$ cat src/rtl/weig_pkg.sv
// weig_pkg: shared constants, FSM states and first address for the layer-1 weight memory
package weig_pkg;
  localparam int DW = 16;
  localparam int N_BYTE = 784;
  localparam int N_IMG = 200;
  localparam int BYTE_AW = 10;
  localparam int IMG_AW = 8;
  localparam int FLAT_AW = 18;
  localparam int FIRST_ADDR = 1;
  typedef enum logic [1:0] {IDLE, LOAD, DONE} state_t;
endpackage

$ cat src/rtl/weig_addr_gen.sv
// weig_addr_gen: 1-based byte/img/flat write counters with load, advance and last-address flag
module weig_addr_gen
  import weig_pkg::*;
#(
  parameter int NB = N_BYTE,
  parameter int NI = N_IMG
) (
  input  logic               clk,
  input  logic               rst,
  input  logic               load,
  input  logic               adv,
  output logic [BYTE_AW-1:0] byte_cnt,
  output logic [IMG_AW-1:0]  img_cnt,
  output logic [FLAT_AW-1:0] flat_cnt,
  output logic               last
);
  logic byte_wrap;
  assign byte_wrap = byte_cnt == BYTE_AW'(NB);
  assign last = byte_wrap && img_cnt == IMG_AW'(NI);
  // flat runs alongside byte/img so no (img-1)*NB multiply is needed
  always_ff @(posedge clk) begin
    if (rst || load) begin
      byte_cnt <= BYTE_AW'(FIRST_ADDR);
      img_cnt  <= IMG_AW'(FIRST_ADDR);
      flat_cnt <= FLAT_AW'(FIRST_ADDR);
    end else if (adv) begin
      byte_cnt <= byte_wrap ? BYTE_AW'(FIRST_ADDR) : byte_cnt + 1'b1;
      img_cnt  <= byte_wrap ? img_cnt + 1'b1 : img_cnt;
      flat_cnt <= flat_cnt + 1'b1;
    end
  end
endmodule

$ cat src/rtl/sram_weig1_writer.sv
// sram_weig1_writer: streams weights into the layer-1 weight memory with (img,byte,flat) addressing
// Optional running checksum output enabled by SRAM_WEIG1_CHECKSUM_EN.
module sram_weig1_writer
  import weig_pkg::*;
#(
  parameter int NB = N_BYTE,
  parameter int NI = N_IMG
) (
  input  logic               clk,
  input  logic               rst,
  input  logic               start,
  input  logic               s_valid,
  input  logic [DW-1:0]      s_data,
  output logic               s_ready,
  output logic               wr_en,
  output logic [BYTE_AW-1:0] wr_addr_byte,
  output logic [IMG_AW-1:0]  wr_addr_img,
  output logic [FLAT_AW-1:0] wr_addr_flat,
  output logic [DW-1:0]      wr_data,
  output logic               busy,
  output logic               done
`ifdef SRAM_WEIG1_CHECKSUM_EN
  ,
  output logic [31:0]        checksum
`endif
);
  state_t state;
  logic xfer, load, last;
  logic [BYTE_AW-1:0] byte_cnt;
  logic [IMG_AW-1:0] img_cnt;
  logic [FLAT_AW-1:0] flat_cnt;
  assign s_ready = state == LOAD;
  assign busy = state == LOAD;
  assign done = state == DONE;
  assign xfer = s_valid && s_ready;
  assign load = start && state != LOAD;
  weig_addr_gen #(.NB(NB), .NI(NI)) u_addr (
    .clk(clk), .rst(rst), .load(load), .adv(xfer),
    .byte_cnt(byte_cnt), .img_cnt(img_cnt), .flat_cnt(flat_cnt), .last(last)
  );
  always_ff @(posedge clk) begin
    if (rst) begin
      state        <= IDLE;
      wr_en        <= 1'b0;
      wr_data      <= '0;
      wr_addr_byte <= '0;
      wr_addr_img  <= '0;
      wr_addr_flat <= '0;
    end else begin
      wr_en <= xfer;
      if (xfer) begin
        wr_data      <= s_data;
        wr_addr_byte <= byte_cnt;
        wr_addr_img  <= img_cnt;
        wr_addr_flat <= flat_cnt;
      end
      if (load) state <= LOAD;
      else if (xfer && last) state <= DONE;
    end
  end
`ifdef SRAM_WEIG1_CHECKSUM_EN
  always_ff @(posedge clk) begin
    if (rst || load) checksum <= '0;
    else if (xfer) checksum <= checksum + 32'(s_data);
  end
`endif
endmodule

$ cat config.mk
export PLATFORM = sky130hd
export DESIGN_NAME = sram_weig1_writer
export DESIGN_NICKNAME = d
export VERILOG_FILES = /design/src/rtl/weig_pkg.sv /design/src/rtl/weig_addr_gen.sv /design/src/rtl/sram_weig1_writer.sv
export SDC_FILE = /design/constraint.sdc
export NUM_CORES = 1
export LEC_CHECK = 0
export CAP_MARGIN = 15
export CELL_PAD_IN_SITES_DETAIL_PLACEMENT = 1
export CELL_PAD_IN_SITES_GLOBAL_PLACEMENT = 1
export CORE_AREA = 2 2 99 101
export DETAILED_ROUTE_END_ITERATION = 6
export DIE_AREA = 0 0 101 103
export PLACE_DENSITY_LB_ADDON = 0.05
export SLEW_MARGIN = 25
export SYNTH_ARGS = -nofsm -noshare
export SYNTH_HDL_FRONTEND = slang
export SYNTH_SLANG_ARGS = --single-unit
$ cat constraint.sdc
create_clock -name clk -period 3.45 [get_ports clk]
set_clock_uncertainty 0.05 [all_clocks]
set_input_delay 0.345 -clock clk [delete_from_list [all_inputs] [get_ports clk]]
set_output_delay 0.345 -clock clk [all_outputs]
set_load 0.03 [all_outputs]
==> flow_summary_export.csv <==
group,metric,value,unit
timing,period_minus_slack,2.42,ns
grt,overflow,0,
grt,antenna_found_initial,0,
clocking,htree_levels,3,
synth,synth_edf_count,0,
setup_path,worstPathRequired,3.69,ns
pwr,swShare,23.7,%
setup_path,r2r_slack,1.19,ns
setup_path,crit_path_start_kind,"primary input",
worst_hold_path,hold_depth,2,
pwr,clockPowerShare,36.6,%
setup_path,r2r.worst_path.cells,4,
setup_path,crit_chain,"clkdlybuf4s50_1 -> and3b_2 -> nand4_2 -> or4_1 -> a21oi_1",
timing,worst_slew_margin_rel,59.5,%
clocking,cts_setup_buffers,0,
setup_path,endpoint_kind,"flop",
pwr,total_power,0.00192,W
setup_path,cp_slowest_stage_delay,0.61,ns
placed_design,dpl.cell_count,610,
layout,antennaDiodeCount,0,
clocking,numCtsBuffers,9,
clocking,cts_tree,"built",
die,core-area,9460,µm²
layout,final_util,48.8,%
layout,drive_above_1_share,5.29,%
pwr,power.density,415,nW/µm²
timing,finalSetupViolations,0,
timing,slew_violations,0,
worst_hold_path,hp-class,"reg2reg",
worst_hold_path,min_from,"wr_addr_flat[15]",
layout,finalInstanceArea,4620,µm²
route,drt_iter0_markers,63,
synth,synthFlopType,"dfxtp_1",
grt,grt_max_degree,57,
die,row_count,36,
pwr,p_switching,0.000454,W
placed_design,gp_congestion,0.790,
status,status,"complete, no violations",
timing,hold_viol_final,0,
timing,rsz0062_at_grt,"false",
layout,area_growth,27.1,%
synth,netlist_area,3630,µm²
pwr,internal_power,0.00146,W
placed_design,io_buffers,75,
layout,nets,532,
pwr,p_leak,1.51,nW
setup_path,r2r_start,"state[0]",
grt,grt_first_pass_wirelength,15000,µm
route,num_vias,3162,
die,initial_core_util,38.4,%
die,io_pins,76,
pwr,ir_worst_vdd,0.194,mV
synth,netlist-cell-type-count,41,
clocking,cts.sinks,91,
route,dr.pass1.iters,4,
worst_hold_path,hold_end,"wr_addr_flat[15]",
placed_design,placed_cell_area,4440,µm²
clocking,cts_root_buf,"clkbuf_8",
setup_path,critPathKind,"in2reg",
grt,grt_usage,18.2,%
die,die-area,10400,µm²
synth,yosysWarnings,0,
timing,worst_pin_slew,0.608,ns
placed_design,dp_hpwl,6000,µm
setup_path,cp_max_fo,27,
clocking,ctsResizeCount,0,
timing,fin_tns_setup,0,ns
clocking,clk_pin_slew,0.08,ns
layout,final_cells,624,
grt,grt_pass1_vias,3146,
synth,syn_inst,443,
pwr,power_frac_seq,56.0,%
clocking,clk_latency,0.35,ns
clocking,clockBufferDepth,2,
synth,seq_area_frac_synth,50.1,%
synth,syn-num-nets,468,
route,wl_per_cell,14.1,µm
route,route.detailed.vias_per_inst,5.07,
clocking,ctsHoldBuffers,0,
setup_path,cp_slowest_cell,"clkdlybuf4s50_1",
die,dieWidth,101,µm
synth,async_reset_ff_share,0,%
timing,fin_crit_sh,70.1,%
pwr,pwr-share-comb,7.5,%
flow_run,maxCapViolCount,0,
die,dieHeight,103,µm
route,wl,8830,µm
route,antenna_left,0,
route,route.detailed.drc,0,
setup_path,r2r-end,"u_addr.img_cnt[5]",
synth,synth_area_per_cell,8.20,µm²
timing,max_freq,414,MHz
synth,synth-seq-cells,91,
setup_path,worstPathArrival,2.65,ns
## sequential cells by signal, indices dropped and copies added, names as in the netlist
signal / flops
state: 2
u_addr.byte_cnt: 10
u_addr.flat_cnt: 18
u_addr.img_cnt: 8
wr_addr_byte: 10
wr_addr_flat: 18
wr_addr_img: 8
wr_data: 16
wr_en: 1
## metal layers
layer / share of wire [%] / wire length [µm] / vias to the layer above / GRT usage [%]
li1: - / - / 1600 / -
met1: 47 / 4160 / 1496 / 23.2
met2: 46 / 4020 / 56 / 29.5
met3: 5.9 / 524 / 10 / 5.56
met4: 1.4 / 120 / 0 / 6.55
met5: 0 / 0 / - / 0
## final cells by class
class,instances,area (µm²)
Fill cell,1119,4840
Sequential cell,91,1820
Multi-Input combinational cell,314,1660
Timing Repair Buffer,77,763
Tap cell,114,143
Clock buffer,11,141
Inverter,14,52.6
Clock inverter,3,40.0
## how the worst max path moves through the flow
stage                   from           endpoint  slack [ns]  cells after the start
finish               s_valid  u_addr.img_cnt[5]        1.03                      5
global route         s_valid  u_addr.img_cnt[6]        0.83                      5
CTS                  s_valid  u_addr.img_cnt[5]        1.00                      5
detailed placement   s_valid  u_addr.img_cnt[6]        0.63                      5
global placement     s_valid  u_addr.img_cnt[6]        0.73                      5
floorplan           state[1]    wr_addr_byte[5]        1.89                      7
## power groups by stage
stage               Combinational (W)  Sequential [W]  Clock, W
detailed placement           0.000146         0.00110         0
finish                       0.000143         0.00107  0.000701
global route                 0.000159         0.00107  0.000775
global placement             0.000144         0.00110         0
floorplan                   0.0000625         0.00112         0
CTS                          0.000147         0.00107  0.000731
## cell families (layout without fill, tap and decap cells)
| logic type | Yosys count | after routing | synth area share [%] |
|---|---|---|---|
| buffers and inverters | 38 | 105 | 4.48 |
| muxes | 2 | 2 | 0.551 |
| DFF | 91 | 91 | 50.1 |
| adders and majority gates | 5 | 5 | 1.72 |
| xor gates and xnor gates | 19 | 19 | 4.58 |
| AOI/OAI and AO/OA | 82 | 82 | 12.2 |
| and+or+nand+nor | 206 | 206 | 26.3 |
## Yosys cell counts (4+ instances only)
library cell  count  area, µm²
a21oi_1          65        325
buf_2            10       50.1
clkbuf_1          9       33.8
dfxtp_1          91       1820
ha_1              5       62.6
inv_1            14       52.6
nand2_1         126        473
nand3_1           7       35.0
nand4_1           6       37.5
nor2_1           27        101
nor3_1            7       35.0
nor4_1            4       25.0
o21ai_0           6       30.0
or3_1             7       43.8
xnor2_1          15        131
xor2_1            4       35.0
## layout by cell type (no fill, tap or decap), types with 2 or more instances in the layout
| cell type | Yosys | final |
|---|---|---|
| nand2_1 | 126 | 125 |
| dfxtp_1 | 91 | 91 |
| clkdlybuf4s50_1 | 0 | 74 |
| a21oi_1 | 65 | 65 |
| nor2_1 | 27 | 27 |
| xnor2_1 | 15 | 15 |
| inv_1 | 14 | 14 |
| clkbuf_8 | 0 | 10 |
| nand3_1 | 7 | 7 |
| or3_1 | 7 | 7 |
| nor3_1 | 7 | 7 |
| o21ai_0 | 6 | 6 |
| nand4_1 | 6 | 6 |
| ha_1 | 5 | 5 |
| nor4_1 | 4 | 4 |
| xor2_1 | 4 | 4 |
| nand4_2 | 3 | 3 |
| o31ai_1 | 3 | 3 |
| or4_1 | 3 | 3 |
| nand4b_1 | 3 | 3 |
| buf_4 | 2 | 3 |
| nand2b_1 | 2 | 2 |
| a21o_1 | 2 | 2 |
| mux2i_1 | 2 | 2 |
| a31o_2 | 2 | 2 |
| clkinv_2 | 0 | 2 |
## metrics by stage
| stage | setup slack [ns] | hold slack (ns) |
|---|---|---|
| after floorplan | 1.89 | 0.382 |
| after global placement | 0.734 | 0.392 |
| after detailed placement | 0.630 | 0.398 |
| after CTS | 1.00 | 0.410 |
| after global routing | 0.827 | 0.428 |
| final | 1.03 | 0.405 |
## critical path: cells and delay by family
family,cells,cell delay (ns)
AO/OA/AOI/OAI,1,0.15
AND/OR/NAND/NOR,3,1.54
buffers and inverters,1,0.61
No activity file was read; power rests on OpenSTA's default activity.
==> patch: new RTL, config.mk and constraints unchanged <==
The package constant `FIRST_ADDR` goes from 1 to 0.
--- a/src/rtl/weig_pkg.sv
+++ b/src/rtl/weig_pkg.sv
@@ -6,7 +6,7 @@
   localparam int BYTE_AW = 10;
   localparam int IMG_AW = 8;
   localparam int FLAT_AW = 18;
-  localparam int FIRST_ADDR = 1;
+  localparam int FIRST_ADDR = 0;
   typedef enum logic [1:0] {IDLE, LOAD, DONE} state_t;
 endpackage
 
Formal check against the unedited RTL: not equivalent (Yosys sat finds a counterexample within 4 cycles, from zero or initial values and one cycle with rst high).
==> patch against the original RTL <==
  * Routed wire length rose by 4.7%
  * Sequential cell count did not move
  * Global-route usage rose by 0.078 points
  * Register-to-register slack improved by 0.14 ns
  * Via count rose by 2.4%
  * Total power rose by 7.9%
  * Setup slack improved by 0.24 ns
  * Area after synthesis fell by 0.31%
  * Hold slack improved by 0.0025 ns
  * Cell area rose by 1.5%
  * Utilization rose by 0.73 points
  * Non-clock buffer count rose by 3
  * First-iteration DRC count rose by 30%
  * Critical endpoint is now s_ready
==> patch: results <==
metrics = {
    "setup_path": {
        "cpPeakStageDelay_ns": 0.67,
        "critical-path-top-delay-family": "buffers and inverters",
        "crit_path_max_fanout": 8,
        "timing.rr.end": "u_addr.img_cnt[4]",
        "endpoint": "s_ready",
    },
    "logic_synthesis": {
        "synthDistinctLibCells": 38,
        "synth_fa_ha_area_frac": 0.0173,
        "synth_mux_area_frac": 0.00276,
        "synth_fp_nets": 469,
        "synthXorXnorAreaFrac": 0.0459,
        "netlist_top_cells_area": "dfxtp_1, nand2_1, a21oi_1",
        "avgSynthCellArea_um2": 8.16,
        "ys_seq_area_frac": 0.503,
    },
    "route": {
        "drt_iter0_markers": 82,
        "num_vias": 3238,
        "routed_via_density": 5.15,
        "wire_per_inst_um": 14.7,
    },
    "global_routing": {
        "met2_usage": 0.322,
        "grtUsageMet1": 0.225,
        "grt.total_usage": 0.183,
    },
    "outcome": {
        "run_status": "completed",
    },
    "place": {
        "gp_congestion": 0.813,
        "dp_hpwl_um": 6490,
        "pre_cts_ws_ns": 0.910,
    },
    "layout": {
        "layout-drive-gt1-share": 0.0505,
    },
    "power": {
        "leakagePower_nw": 1.50,
    },
    "timing": {
        "post-route-min-period_ns": 2.17,
    },
    "worst_hold_path": {
        "hold_path_end": "wr_addr_flat[14]",
    },
}
-- patch: cell types whose count changed in the layout (fill, tap and decap cells not counted), moves of 3 or more --
cell	change
o21a_1	+4
nand4_2	-3
inv_1	-5
nand2_1	-4
nand4_1	+5
a21oi_1	+3
-- patch: power by group through the flow --
stage | registers, W | logic [W] | clock network, W
after global placement | 0.00109 | 0.000130 | 0
final | 0.00107 | 0.000130 | 0.000870
after detailed placement | 0.00109 | 0.000132 | 0
after global routing | 0.00107 | 0.000142 | 0.000935
after floorplan | 0.00111 | 0.0000577 | 0
after CTS | 0.00107 | 0.000133 | 0.000896
-- patch: area by class of cell --
type                    count  area [um^2]  share of cell area
multi-input cells         319         1660               0.355
clock buffers              12          145              0.0310
clock inverters             4         97.6              0.0208
flip-flops and latches     91         1820               0.389
repair buffers             80          783               0.167
inverters                   9         33.8             0.00721
well taps                 114          143              0.0304
-- patch: cells by family after synthesis --
group	after synthesis
compound gates	85
xor+xnor	19
fa+ha+maj	5
buf+inv	34
flops	91
mux	1
simple gates	209
